$ cat src/rtl/lfsr_pkg.sv
// Shared encodings and default polynomial constants for the parameterised LFSR.
package lfsr_pkg;

  typedef enum logic {
    MODE_FIB = 1'b0,
    MODE_GAL = 1'b1
  } lfsr_mode_e;

  // Maximal-length masks (bit i selects q[i]) and nonzero seeds for common widths.
  localparam logic [7:0]  TAPS_W8  = 8'hB8;
  localparam logic [7:0]  SEED_W8  = 8'h01;
  localparam logic [15:0] TAPS_W16 = 16'hB400;
  localparam logic [15:0] SEED_W16 = 16'h0001;

endpackage

$ cat src/rtl/lfsr_next.sv
// Pure combinational next-state and serial-output function for one LFSR step.
module lfsr_next
  import lfsr_pkg::*;
#(
  parameter int unsigned      WIDTH = 8,
  parameter logic [WIDTH-1:0] TAPS  = WIDTH'(TAPS_W8)
) (
  input  logic [WIDTH-1:0] q,
  input  logic             mode,
  output logic [WIDTH-1:0] q_next,
  output logic             sout
);

  lfsr_mode_e modeSel;
  logic       fibFeedback;

  assign modeSel     = lfsr_mode_e'(mode);
  assign fibFeedback = ^(q & TAPS);

  // Fibonacci shifts left and emits the MSB; Galois shifts right and emits the LSB.
  always_comb begin
    q_next = q;
    sout   = 1'b0;
    if (modeSel == MODE_GAL) begin
      q_next = (q >> 1) ^ (q[0] ? TAPS : '0);
      sout   = q[0];
    end else begin
      q_next = {q[WIDTH-2:0], fibFeedback};
      sout   = q[WIDTH-1];
    end
  end

endmodule

$ cat src/rtl/lfsr_param.sv
// Parameterised Fibonacci/Galois LFSR with load, lockup recovery and period measurement.
module lfsr_param
  import lfsr_pkg::*;
#(
  parameter int unsigned      WIDTH = 8,
  parameter logic [WIDTH-1:0] TAPS  = WIDTH'(TAPS_W8),
  parameter logic [WIDTH-1:0] SEED  = WIDTH'(SEED_W8),
  parameter int unsigned      CW    = 16
) (
  input  logic             clock,
  input  logic             reset,
  input  logic [WIDTH-1:0] R,
  input  logic             L,
  input  logic             E,
  input  logic             mode,
  output logic [WIDTH-1:0] q,
  output logic             sout,
  output logic             lockup,
  output logic             wrap,
  output logic [CW-1:0]    period
);

  logic [WIDTH-1:0] lfsr_q, lfsr_d;
  logic [WIDTH-1:0] refVal_q, refVal_d;
  logic [CW-1:0]    cnt_q, cnt_d;
  logic [CW-1:0]    period_q, period_d;
  logic             lockup_q, lockup_d;
  logic             wrap_q, wrap_d;
  lfsr_mode_e       mode_q;
  lfsr_mode_e       modeNow;

  logic [WIDTH-1:0] stepVal;
  logic [WIDTH-1:0] refBase;
  logic [CW-1:0]    cntBase;
  logic [CW-1:0]    cntSat;
  logic             modeChange;

  assign modeNow    = lfsr_mode_e'(mode);
  assign modeChange = (modeNow != mode_q);

  lfsr_next #(
    .WIDTH (WIDTH),
    .TAPS  (TAPS)
  ) u_next (
    .q      (lfsr_q),
    .mode   (mode),
    .q_next (stepVal),
    .sout   (sout)
  );

  // A mode switch re-references the cycle at the current state before the
  // step (if any) is taken, so the step on that edge counts toward the new cycle.
  always_comb begin
    lfsr_d   = lfsr_q;
    refVal_d = refVal_q;
    cnt_d    = cnt_q;
    period_d = period_q;
    lockup_d = 1'b0;
    wrap_d   = 1'b0;
    refBase  = refVal_q;
    cntBase  = cnt_q;
    cntSat   = cnt_q;
    if (L) begin
      lfsr_d   = R;
      refVal_d = R;
      cnt_d    = '0;
    end else begin
      if (modeChange) begin
        refBase = lfsr_q;
        cntBase = '0;
      end
      cntSat   = (cntBase == '1) ? cntBase : cntBase + CW'(1);
      refVal_d = refBase;
      cnt_d    = cntBase;
      if (E) begin
        if (lfsr_q == '0) begin
          lfsr_d   = SEED;
          refVal_d = SEED;
          cnt_d    = '0;
          lockup_d = 1'b1;
        end else begin
          lfsr_d = stepVal;
          if (stepVal == refBase) begin
            wrap_d   = 1'b1;
            period_d = cntSat;
            cnt_d    = '0;
          end else begin
            cnt_d = cntSat;
          end
        end
      end
    end
  end

  // Reset also discards any pulse that would have been raised on this edge.
  always_ff @(posedge clock) begin
    if (reset) begin
      lfsr_q   <= SEED;
      refVal_q <= SEED;
      cnt_q    <= '0;
      period_q <= '0;
      lockup_q <= 1'b0;
      wrap_q   <= 1'b0;
      mode_q   <= modeNow;
    end else begin
      lfsr_q   <= lfsr_d;
      refVal_q <= refVal_d;
      cnt_q    <= cnt_d;
      period_q <= period_d;
      lockup_q <= lockup_d;
      wrap_q   <= wrap_d;
      mode_q   <= modeNow;
    end
  end

  assign q      = lfsr_q;
  assign lockup = lockup_q;
  assign wrap   = wrap_q;
  assign period = period_q;

endmodule

$ cat config.mk
export PLATFORM = sky130hd
export DESIGN_NAME = lfsr_param
export DESIGN_NICKNAME = d
export VERILOG_FILES = /design/src/rtl/lfsr_pkg.sv /design/src/rtl/lfsr_next.sv /design/src/rtl/lfsr_param.sv
export SDC_FILE = /design/constraint.sdc
export NUM_CORES = 1
export LEC_CHECK = 0
export BUFFER_PORTS_ARGS = -buffer_cell sky130_fd_sc_hd__buf_4
export CORE_MARGIN = 2
export CORE_UTILIZATION = 37
export CTS_CLUSTER_SIZE = 24
export DETAILED_ROUTE_END_ITERATION = 10
export GPL_TIMING_DRIVEN = 0
export RECOVER_POWER = 100
export SKIP_CTS_REPAIR_TIMING = 1
export SLEW_MARGIN = 20
export SYNTH_ARGS = -nofsm -noshare
export SYNTH_HDL_FRONTEND = slang
export SYNTH_SLANG_ARGS = --single-unit
$ cat constraint.sdc
create_clock -name clock -period 3.1 [get_ports clock]
set_input_delay 0.31 -clock clock [delete_from_list [all_inputs] [get_ports clock]]
set_output_delay 0.31 -clock clock [all_outputs]
set_load 0.05 [all_outputs]
==> metrics.txt, run 1 <==
status complete, no violations; Hold/Removal Path Class input pin to flop; fin nets ~400; CP endpoint kind flop; CP Buf/Inv Count 1; Placed Cells roughly 480; clk_skew around 8.4 ps; setup violators final 0; Mean Syn Cell Area roughly 8.3 um2; Worst-Skew Late Latency ~320 ps; hold wc startpoint R[0]; largest delay contributor family on the critical path simple AND/OR/NAND/NOR gates; Worst-Margin Slew between 900 and 1000 ps; clock buffer count from CTS 5; row count 31; Slew Viols, Final 0; #FFs+latches synth a little over 50; Final Hold Violating Endpoints 0; Final Worst Setup Slack 371 ps; DIE WIDTH ~90 um; Top FF cell, synth dfxtp_1; largest net degree at the start of global routing 17; Setup WS pre-CTS 318 ps; Starting Density 38.5%; share of post-route cells with drive strength above 1 between 10% and 20%; fill count 760; Area growth syn-to-layout 14.3%; Worst Path Arrival approximately 2900 ps; worst path cell trace xor2_1, or4_1, clkbuf_1, nor4_2, a21oi_1, a31o_1, mux2i_1, nor2_1; die area around 0.0083 mm2; Slowest-stage cell, CP or4_1; RSZ-0062 raised after global routing false; grt ovf 0; Net Count, Synth between 300 and 400; EDFF count, synth 0; final hold slack between 200 and 250 ps; H-tree depth 2; vias approximately 2,600; first-pass GRT wire length around 12 mm; CTS tree built; Startpoint Class flop; Mapped Cells approximately 340; CP Class flop to flop; Peak VDD IR between 200 and 250 uV; Worst Path Max Fanout 10; fin cells between 400 and 500; Diodes inserted 0; CP peak stage delay slightly below 600 ps; Pwr Total about 1.5 mW; DR WL/cell ~15 um; Post-Syn Area 0.00282 mm2; worst r2r path cells 8; RR Endpoint period[14]; Routed Wire Length roughly 7.3 mm; GP Congestion ~0.86; Yosys cell types 51; post-route ant nets 0; Max-Cap Viols 0; # port buffers 37; Fmax achieved roughly 370 MHz; I/O pins 40; initial detailed-routing violation count between 200 and 250; total track usage 18.5%; WHS Path Cells 3; final period utilization roughly nine tenths; CORE AREA between 0.007 and 0.008 mm2; drt first pass iters 6; placed wire-length estimate slightly above 5 mm; Worst Setup SP mode_q; vias in the first global route roughly 2,400; post-route setup TNS 0 ps; vias per cell between 5 and 6; # clock sinks 51; sequential share of the synthesized area 36.2%; Synth async-reset ratio 0%; post-layout min period 2730 ps; Die H 91.4 um; clock buffer depth 2; initial antenna violation count 0; Reg2Reg Setup Slack around 370 ps; Min-Delay Endpoint refVal_q[0]; clock root cell clkbuf_8; Post-route DRC 0; Yosys warnings 0; worst r2r src mode_q; Worst slew margin around two fifths; Worst EP required 3300 ps; leakage power around 1.2 nW; clock slew at reported path FFs about 100 ps; power per cell area approximately 450 mW/mm2
cell usage in the layout (no fill, tap or decap), drive strengths merged, types with 2 or more instances in the layout:
master	n
a21oi	19
and4	2
and2	5
a211oi	7
or2	4
a22oi	10
nor2b	3
buf	21
nor4	4
nand4	3
o211ai	3
inv	8
nand3	4
a22o	6
nand2	35
o21ai	19
and3	4
dfxtp	51
nand2b	4
mux2i	24
xor2	10
mux2	4
a222oi	7
nor3	4
nor2	52
clkbuf	47
xnor2	8
or3b	2
registers in the layout, indices dropped and copies added (netlist names):
signal,count
lockup,1
period,16
q,8
wrap,1
mode_q,1
cnt_q,16
refVal_q,8
through the flow:
step / utilization [%] / area [um2]
CTS: 45.7 / 3350
global placement: 44.0 / 3230
detailed placement: 44.0 / 3230
finish: 44.0 / 3230
global route: 44.0 / 3230
floorplan: - / 2820
final cells by class:
| class | instances | area, um2 | share of cell area [%] |
|---|---|---|---|
| inverter | 7 | 26.3 | 0.814 |
| buffer | 25 | 123 | 3.80 |
| multi-input combinational | 256 | 1640 | 50.7 |
| tap | 99 | 124 | 3.84 |
| clock inverter | 2 | 38.8 | 1.20 |
| sequential | 51 | 1020 | 31.6 |
| timing repair buffer | 37 | 176 | 5.47 |
| clock buffer | 6 | 82.6 | 2.56 |
synthesized netlist by cell type, drive strengths merged, types with 2 or more instances:
cell,count,area share [%]
a211oi,7,2.7
and4,2,0.62
clkbuf,11,1.5
o21ai,19,3.4
a222oi,7,2.5
a22o,6,1.9
nand3,4,0.71
inv,7,0.93
or3b,2,0.62
mux2i,24,8.5
nor2,52,6.9
and2,5,1.1
a21oi,19,3.4
or2,4,0.89
mux2,4,1.6
xnor2,8,2.7
o211ai,3,0.80
nand2,35,4.7
nor3,4,0.71
nor2b,3,0.66
nand2b,4,0.89
dfxtp,51,36
a22oi,10,2.7
xor2,10,3.1
nor4,4,1.6
and3,4,0.89
buf,14,3.0
nand4,3,0.66
tightest hold or removal path, stage by stage:
cell	delay [ps]
buf_4	90
mux2i_1	60
nand2b_1	60
metal layers:
| metal | GRT usage [%] | routed length [um] | up-vias | part of all wire [%] |
|---|---|---|---|---|
| li1 | - | - | 1288 | - |
| met1 | 26.5 | 3630 | 1198 | 49 |
| met2 | 27.5 | 3200 | 77 | 44 |
| met3 | 3.73 | 407 | 8 | 5.6 |
| met4 | 6.19 | 105 | 0 | 1.4 |
| met5 | 0 | 0 | - | 0 |
where the power goes:
group          switching (mW)  internal (mW)  leakage (nW)  total, mW
Sequential             0.0128          0.671         0.415      0.684
Clock                   0.250          0.266        0.0618      0.516
Combinational           0.170         0.0924         0.717      0.262
Total                   0.433           1.03          1.19       1.46
logic make-up (layout without fill, tap and decap cells):
logic type | count (synthesis) | in the layout | synth area share [%]
AOI/OAI and AO/OA | 78 | 78 | 19.1
xor gates and xnor gates | 19 | 19 | 6.69
adders and majority gates | 1 | 1 | 0.443
buffers and inverters | 32 | 77 | 5.41
DFF | 51 | 51 | 36.2
muxes | 28 | 28 | 10.1
and+or+nand+nor | 130 | 130 | 22.1
worst max-delay path by stage:
stage | depth (start not counted) | to
floorplan | 11 | period[5]
global placement | 11 | period[9]
detailed placement | 11 | period[1]
CTS | 11 | period[1]
global route | 8 | period[14]
finish | 8 | period[14]
(Power assumes the default switching activity.)
==> run 2, diff against run 1 <==
==> constraint.sdc (replaced) <==
create_clock -name clock -period 3.31 [get_ports clock]
set_input_delay 0.331 -clock clock [delete_from_list [all_inputs] [get_ports clock]]
set_output_delay 0.331 -clock clock [all_outputs]
set_load 0.05 [all_outputs]
==> run 2 against run 1 <==
Net effect:
- routed wire length is 0.29% lower
- sequential power is 6.4% lower
- global-route usage unchanged
- total power is 6.7% lower
- die area stayed put
- highest routed layer unchanged
==> metrics.txt, run 2 (same netlist as run 1, synthesis figures left out) <==
# clock sinks 51 (unchanged); CP Class flop to flop; clock slew at reported path FFs 100 ps (about the same); Die H 91.4 um (unchanged); Design Area, Final 0.00323 mm2 (+0.12%); post-route ant nets 0 (unchanged); clock buffer depth 2 (unchanged); Fmax achieved 353 MHz (-3.6%); Slew Viols, Final 0 (unchanged); Post-route DRC 0 (unchanged); CP endpoint kind flop; CTS tree built; fill count 760 (unchanged); status complete, no violations; Area after DPL 0.00323 mm2 (unchanged); worst r2r src q[5]; Worst Path Arrival 3030 ps (+100 ps); Worst-Skew Late Latency 320 ps (about the same); most frequent cells in the layout nor2_1, dfxtp_1, clkbuf_1, nand2_1, mux2i_1; Final Hold Violating Endpoints 0 (unchanged); Diodes inserted 0 (unchanged); leakage power 1.19 nW (about the same); Worst Setup SP q[5]; I/O pins 40 (unchanged); RR Endpoint period[0]; Min-Delay Endpoint refVal_q[0]; Starting Density 38.5% (unchanged); share of post-route cells with drive strength above 1 10.2% (unchanged); Hold/Removal Path Class input pin to flop; commonest non-fill, non-tap cell in the layout nor2_1; Max-Cap Viols 0 (unchanged); fin nets 397 (unchanged); GP Congestion 0.861 (unchanged); Worst slew margin 39.4% (+0.10 points); RSZ-0062 raised after global routing false; Peak VDD IR 191 uV (-6.9%); DR WL/cell 15.1 um (-0.29%); final period utilization 85.5% (-2.5 points); Reg2Reg Setup Slack 480 ps (+110 ps); setup violators final 0 (unchanged); clk_skew 9.56 ps (+1.13 ps); H-tree depth 2 (unchanged); # port buffers 37 (unchanged); Worst-Margin Slew 906 ps (-1.56 ps); grt ovf 0 (unchanged); Pwr Total 1.36 mW (-6.7%); area occupied by multi-input gates 0.00164 mm2 (+0.15%); worst r2r path cells 11 (+3); clock root cell clkbuf_8; Worst Path Max Fanout 10 (unchanged); drt first pass iters 5 (-1); post-layout min period 2830 ps (+102 ps); initial antenna violation count 0 (unchanged); Area growth syn-to-layout 14.4%; vias 2,550 (-0.82%); die area 0.00835 mm2 (unchanged); first-pass GRT wire length 12.3 mm (unchanged); clock buffer count from CTS 5 (unchanged); placed wire-length estimate 5.13 mm (unchanged); Routed Wire Length 7.31 mm (-0.29%); DIE WIDTH 91.4 um (unchanged); CORE AREA 0.00733 mm2 (unchanged); vias in the first global route 2,409 (unchanged); power per cell area 422 mW/mm2 (-6.8%); Worst EP required 3510 ps (+210 ps); initial detailed-routing violation count 242 (+9.5%); vias per cell 5.28 (-0.82%); WHS Path Cells 3 (unchanged); Sequential cell area 0.00102 mm2 (unchanged); hold wc startpoint R[0]; total track usage 18.5% (unchanged); post-route setup TNS 0 ps (unchanged); row count 31 (unchanged); largest net degree at the start of global routing 17 (unchanged); Startpoint Class flop
-- run 2: power breakdown --
group	internal (mW)	switching [mW]	leakage (nW)	total, mW
Clock	0.249	0.232	0.0618	0.482
Sequential	0.628	0.0120	0.415	0.640
Combinational	0.0859	0.157	0.718	0.243
-- run 2: area by class of cell --
cell class,count,area share [%]
clock buffers,6,2.56
multi-input cells,256,50.7
flip-flops and latches,51,31.6
repair buffers,37,5.46
plain buffers,25,3.83
clock inverters,2,1.20
inverters,7,0.813
well taps,99,3.83
-- run 2: through the flow --
stage	hold WS (ps)	instances	setup WS (ps)	utilization, %
3_3_place_gp	451	475	524	44.0
2_1_floorplan	359	339	548	-
4_1_cts	174	483	584	45.7
3_5_place_dp	468	475	507	44.0
5_1_grt	256	483	265	44.1
6_report	256	483	479	44.1
-- run 2: per-layer routing --
metal / up-vias / share of wire, % / global-route usage [%]
met1: 1194 / 48 / 26.5
met4: 0 / 1.1 / 6.19
li1: 1287 / - / -
met2: 63 / 45 / 27.5
met5: - / 0 / 0
met3: 6 / 6.1 / 3.73
-- run 2: worst max path at each step --
stage,endpoint,slack [ps],cells after the start
global route,period[9],260,11
floorplan,period[5],550,11
CTS,period[1],580,11
finish,period[0],480,11
global placement,period[9],520,11
detailed placement,period[1],510,11
-- run 2: critical path, cell delays in order (launching register included) --
cell	delay [ps]
dfxtp_1	480
inv_1	90
ha_1	290
xor3_1	200
mux2i_1	250
xor2_1	120
nor4_1	470
and3_1	230
buf_4	140
buf_6	180
mux2i_1	200
nor2_1	50
==> run 3, diff against run 2 <==
==> constraint.sdc (replaced) <==
create_clock -name clock -period 2.6 [get_ports clock]
set_input_delay 0.26 -clock clock [delete_from_list [all_inputs] [get_ports clock]]
set_output_delay 0.26 -clock clock [all_outputs]
set_load 0.05 [all_outputs]
==> run 3 against run 2 <==
Net effect:
- critical path depth fell by 1
- total power rose by 20%
- maximum frequency rose by 15%
- clock power barely moved
- design area rose by 2.2%
- cell count rose by 0.21%
- combinational power rose by 38%
- register-to-register slack got worse by 350 ps
- clock-buffer cell count fell by 1
- hold slack got worse by 110 ps
- sequential share of layout area fell by 0.24 points
- clock skew fell by 1.7 ps
- critical path type unchanged
- largest cell class unchanged
- largest power group unchanged
- highest routed layer unchanged
==> metrics.txt, run 3 (same netlist as run 1, synthesis figures left out) <==
status complete, no violations; clock root cell clkbuf_8; P_sw 0.517 mW (+29%); clock slew at reported path FFs 100 ps (about the same); setup violators final 0 (unchanged); Worst-Margin Slew 809 ps (-96.7 ps); grt ovf 0 (unchanged); Routed Wire Length 7.26 mm (-0.71%); Post-route DRC 0 (unchanged); initial detailed-routing violation count 147 (-39%); most frequent cells in the layout nor2_1, dfxtp_1, clkbuf_1, nand2_1, mux2i_1; Die H 91.4 um (unchanged); Final Hold Violating Endpoints 0 (unchanged); die area 0.00835 mm2 (unchanged); CTS tree built; first-pass GRT wire length 12.1 mm (-2.0%); largest net degree at the start of global routing 18 (+1); clock buffer count from CTS 5 (unchanged); Starting Density 38.5% (unchanged); Worst Path Arrival 2650 ps (-380 ps); Slew Viols, Final 0 (unchanged); Int Power 1.12 mW (+16%); commonest non-fill, non-tap cell in the layout nor2_1; CP peak stage delay 470 ps (about the same); Comb power frac 20.5% (+2.7 points); Worst Path Max Fanout 10 (unchanged); Slowest-stage cell, CP xor3_1; switching share of power 31.7% (+2.3 points); GP Congestion 0.870 (+0.99%); Max-Cap Viols 0 (unchanged); CP Buf/Inv Count 3 (unchanged); fin nets 398 (+0.25%); post-route ant nets 0 (unchanged); vias per cell 5.32 (+0.85%); Worst slew margin 46.0% (+6.6 points); row count 31 (unchanged); worst path cell trace buf_2, xor3_1, mux2i_2, xor2_1, nor4_4, and3_1, buf_4, buf_12, mux2i_1, nor2_1; initial antenna violation count 0 (unchanged); vias 2,577 (+1.1%); DIE WIDTH 91.4 um (unchanged); total track usage 17.9% (-0.62 points); power per cell area 494 mW/mm2 (+17%); CORE AREA 0.00733 mm2 (unchanged); CP Class flop to flop; vias in the first global route 2,379 (-1.2%); CP endpoint kind flop; Reg2Reg Setup Slack 130 ps (-350 ps); largest delay contributor family on the critical path XOR/XNOR gates; clock group share of total power 29.5% (-5.8 points); Pwr Total 1.63 mW (+20%); final hold slack 151 ps (-106 ps); # port buffers 37 (unchanged); Diodes inserted 0 (unchanged); Peak VDD IR 186 uV (-2.7%); Fmax achieved 405 MHz (+15%); Area growth syn-to-layout 17.0%; Setup WS pre-CTS -155 ps (-662 ps); I/O pins 40 (unchanged); leakage power 1.21 nW (+1.3%); Hold/Removal Path Class input pin to flop; fill count 755 (-0.66%); Reg power frac 49.9% (+3.0 points); share of post-route cells with drive strength above 1 14.5% (+4.4 points); clock buffer depth 2 (unchanged); final period utilization 95.0% (+9.5 points); post-layout min period 2470 ps (-362 ps); Worst EP required 2780 ps (-730 ps); post-route setup TNS 0 ps (unchanged); # clock sinks 51 (unchanged); Worst-Skew Late Latency 310 ps (about the same); DR WL/cell 15.0 um (-0.92%); drt first pass iters 5 (unchanged); placed wire-length estimate 5.12 mm (-0.18%); H-tree depth 2 (unchanged); Startpoint Class flop; Final Worst Setup Slack 130 ps (-348 ps); clk_skew 7.84 ps (-1.73 ps)
[run 3: cell type report]
type	instances	area [um2]	area share (%)
Multi-Input combinational cell	256	1690	51.0
Sequential cell	51	1040	31.4
Timing Repair Buffer	38	188	5.68
Buffer	25	151	4.58
Tap cell	99	124	3.75
Clock buffer	5	68.8	2.08
Inverter	7	26.3	0.795
Clock inverter	3	25.0	0.757
[run 3: final timing paths]
check | end | startpoint | cells after the start
max reg2reg | period[6] | q[7] | 10
min | mode_q | mode | 1
max | period[6] | q[7] | 10
min reg2reg | period[15] | period[15] | 2
[run 3: stage by stage]
step	instances	utilization [%]	area, um2
global placement	475	44.1	3230
global route	484	45.1	3300
detailed placement	475	44.1	3230
finish	484	45.1	3300
CTS	483	45.3	3320
floorplan	339	-	2830
[run 3: per-layer routing]
metal,up-vias,part of all wire (%),GRT usage [%]
li1,1297,-,-
met1,1206,50,25.9
met2,67,44,27.5
met3,7,4.3,3.07
met4,0,1.0,4.29
met5,-,0,0
[run 3: power groups by stage]
stage | logic (mW) | registers [mW] | clock network (mW)
after floorplan | 0.200 | 0.863 | 0
after global placement | 0.318 | 0.833 | 0
after detailed placement | 0.320 | 0.834 | 0
after CTS | 0.321 | 0.816 | 0.494
after global routing | 0.364 | 0.819 | 0.527
final | 0.335 | 0.815 | 0.482
[run 3: worst reg2reg max path: stages (launching register included)]
cell,delay (ps)
dfxtp_2,330
buf_2,190
xor3_1,470
mux2i_2,210
xor2_1,140
nor4_4,220
and3_1,220
buf_4,160
buf_12,150
mux2i_1,190
nor2_1,50
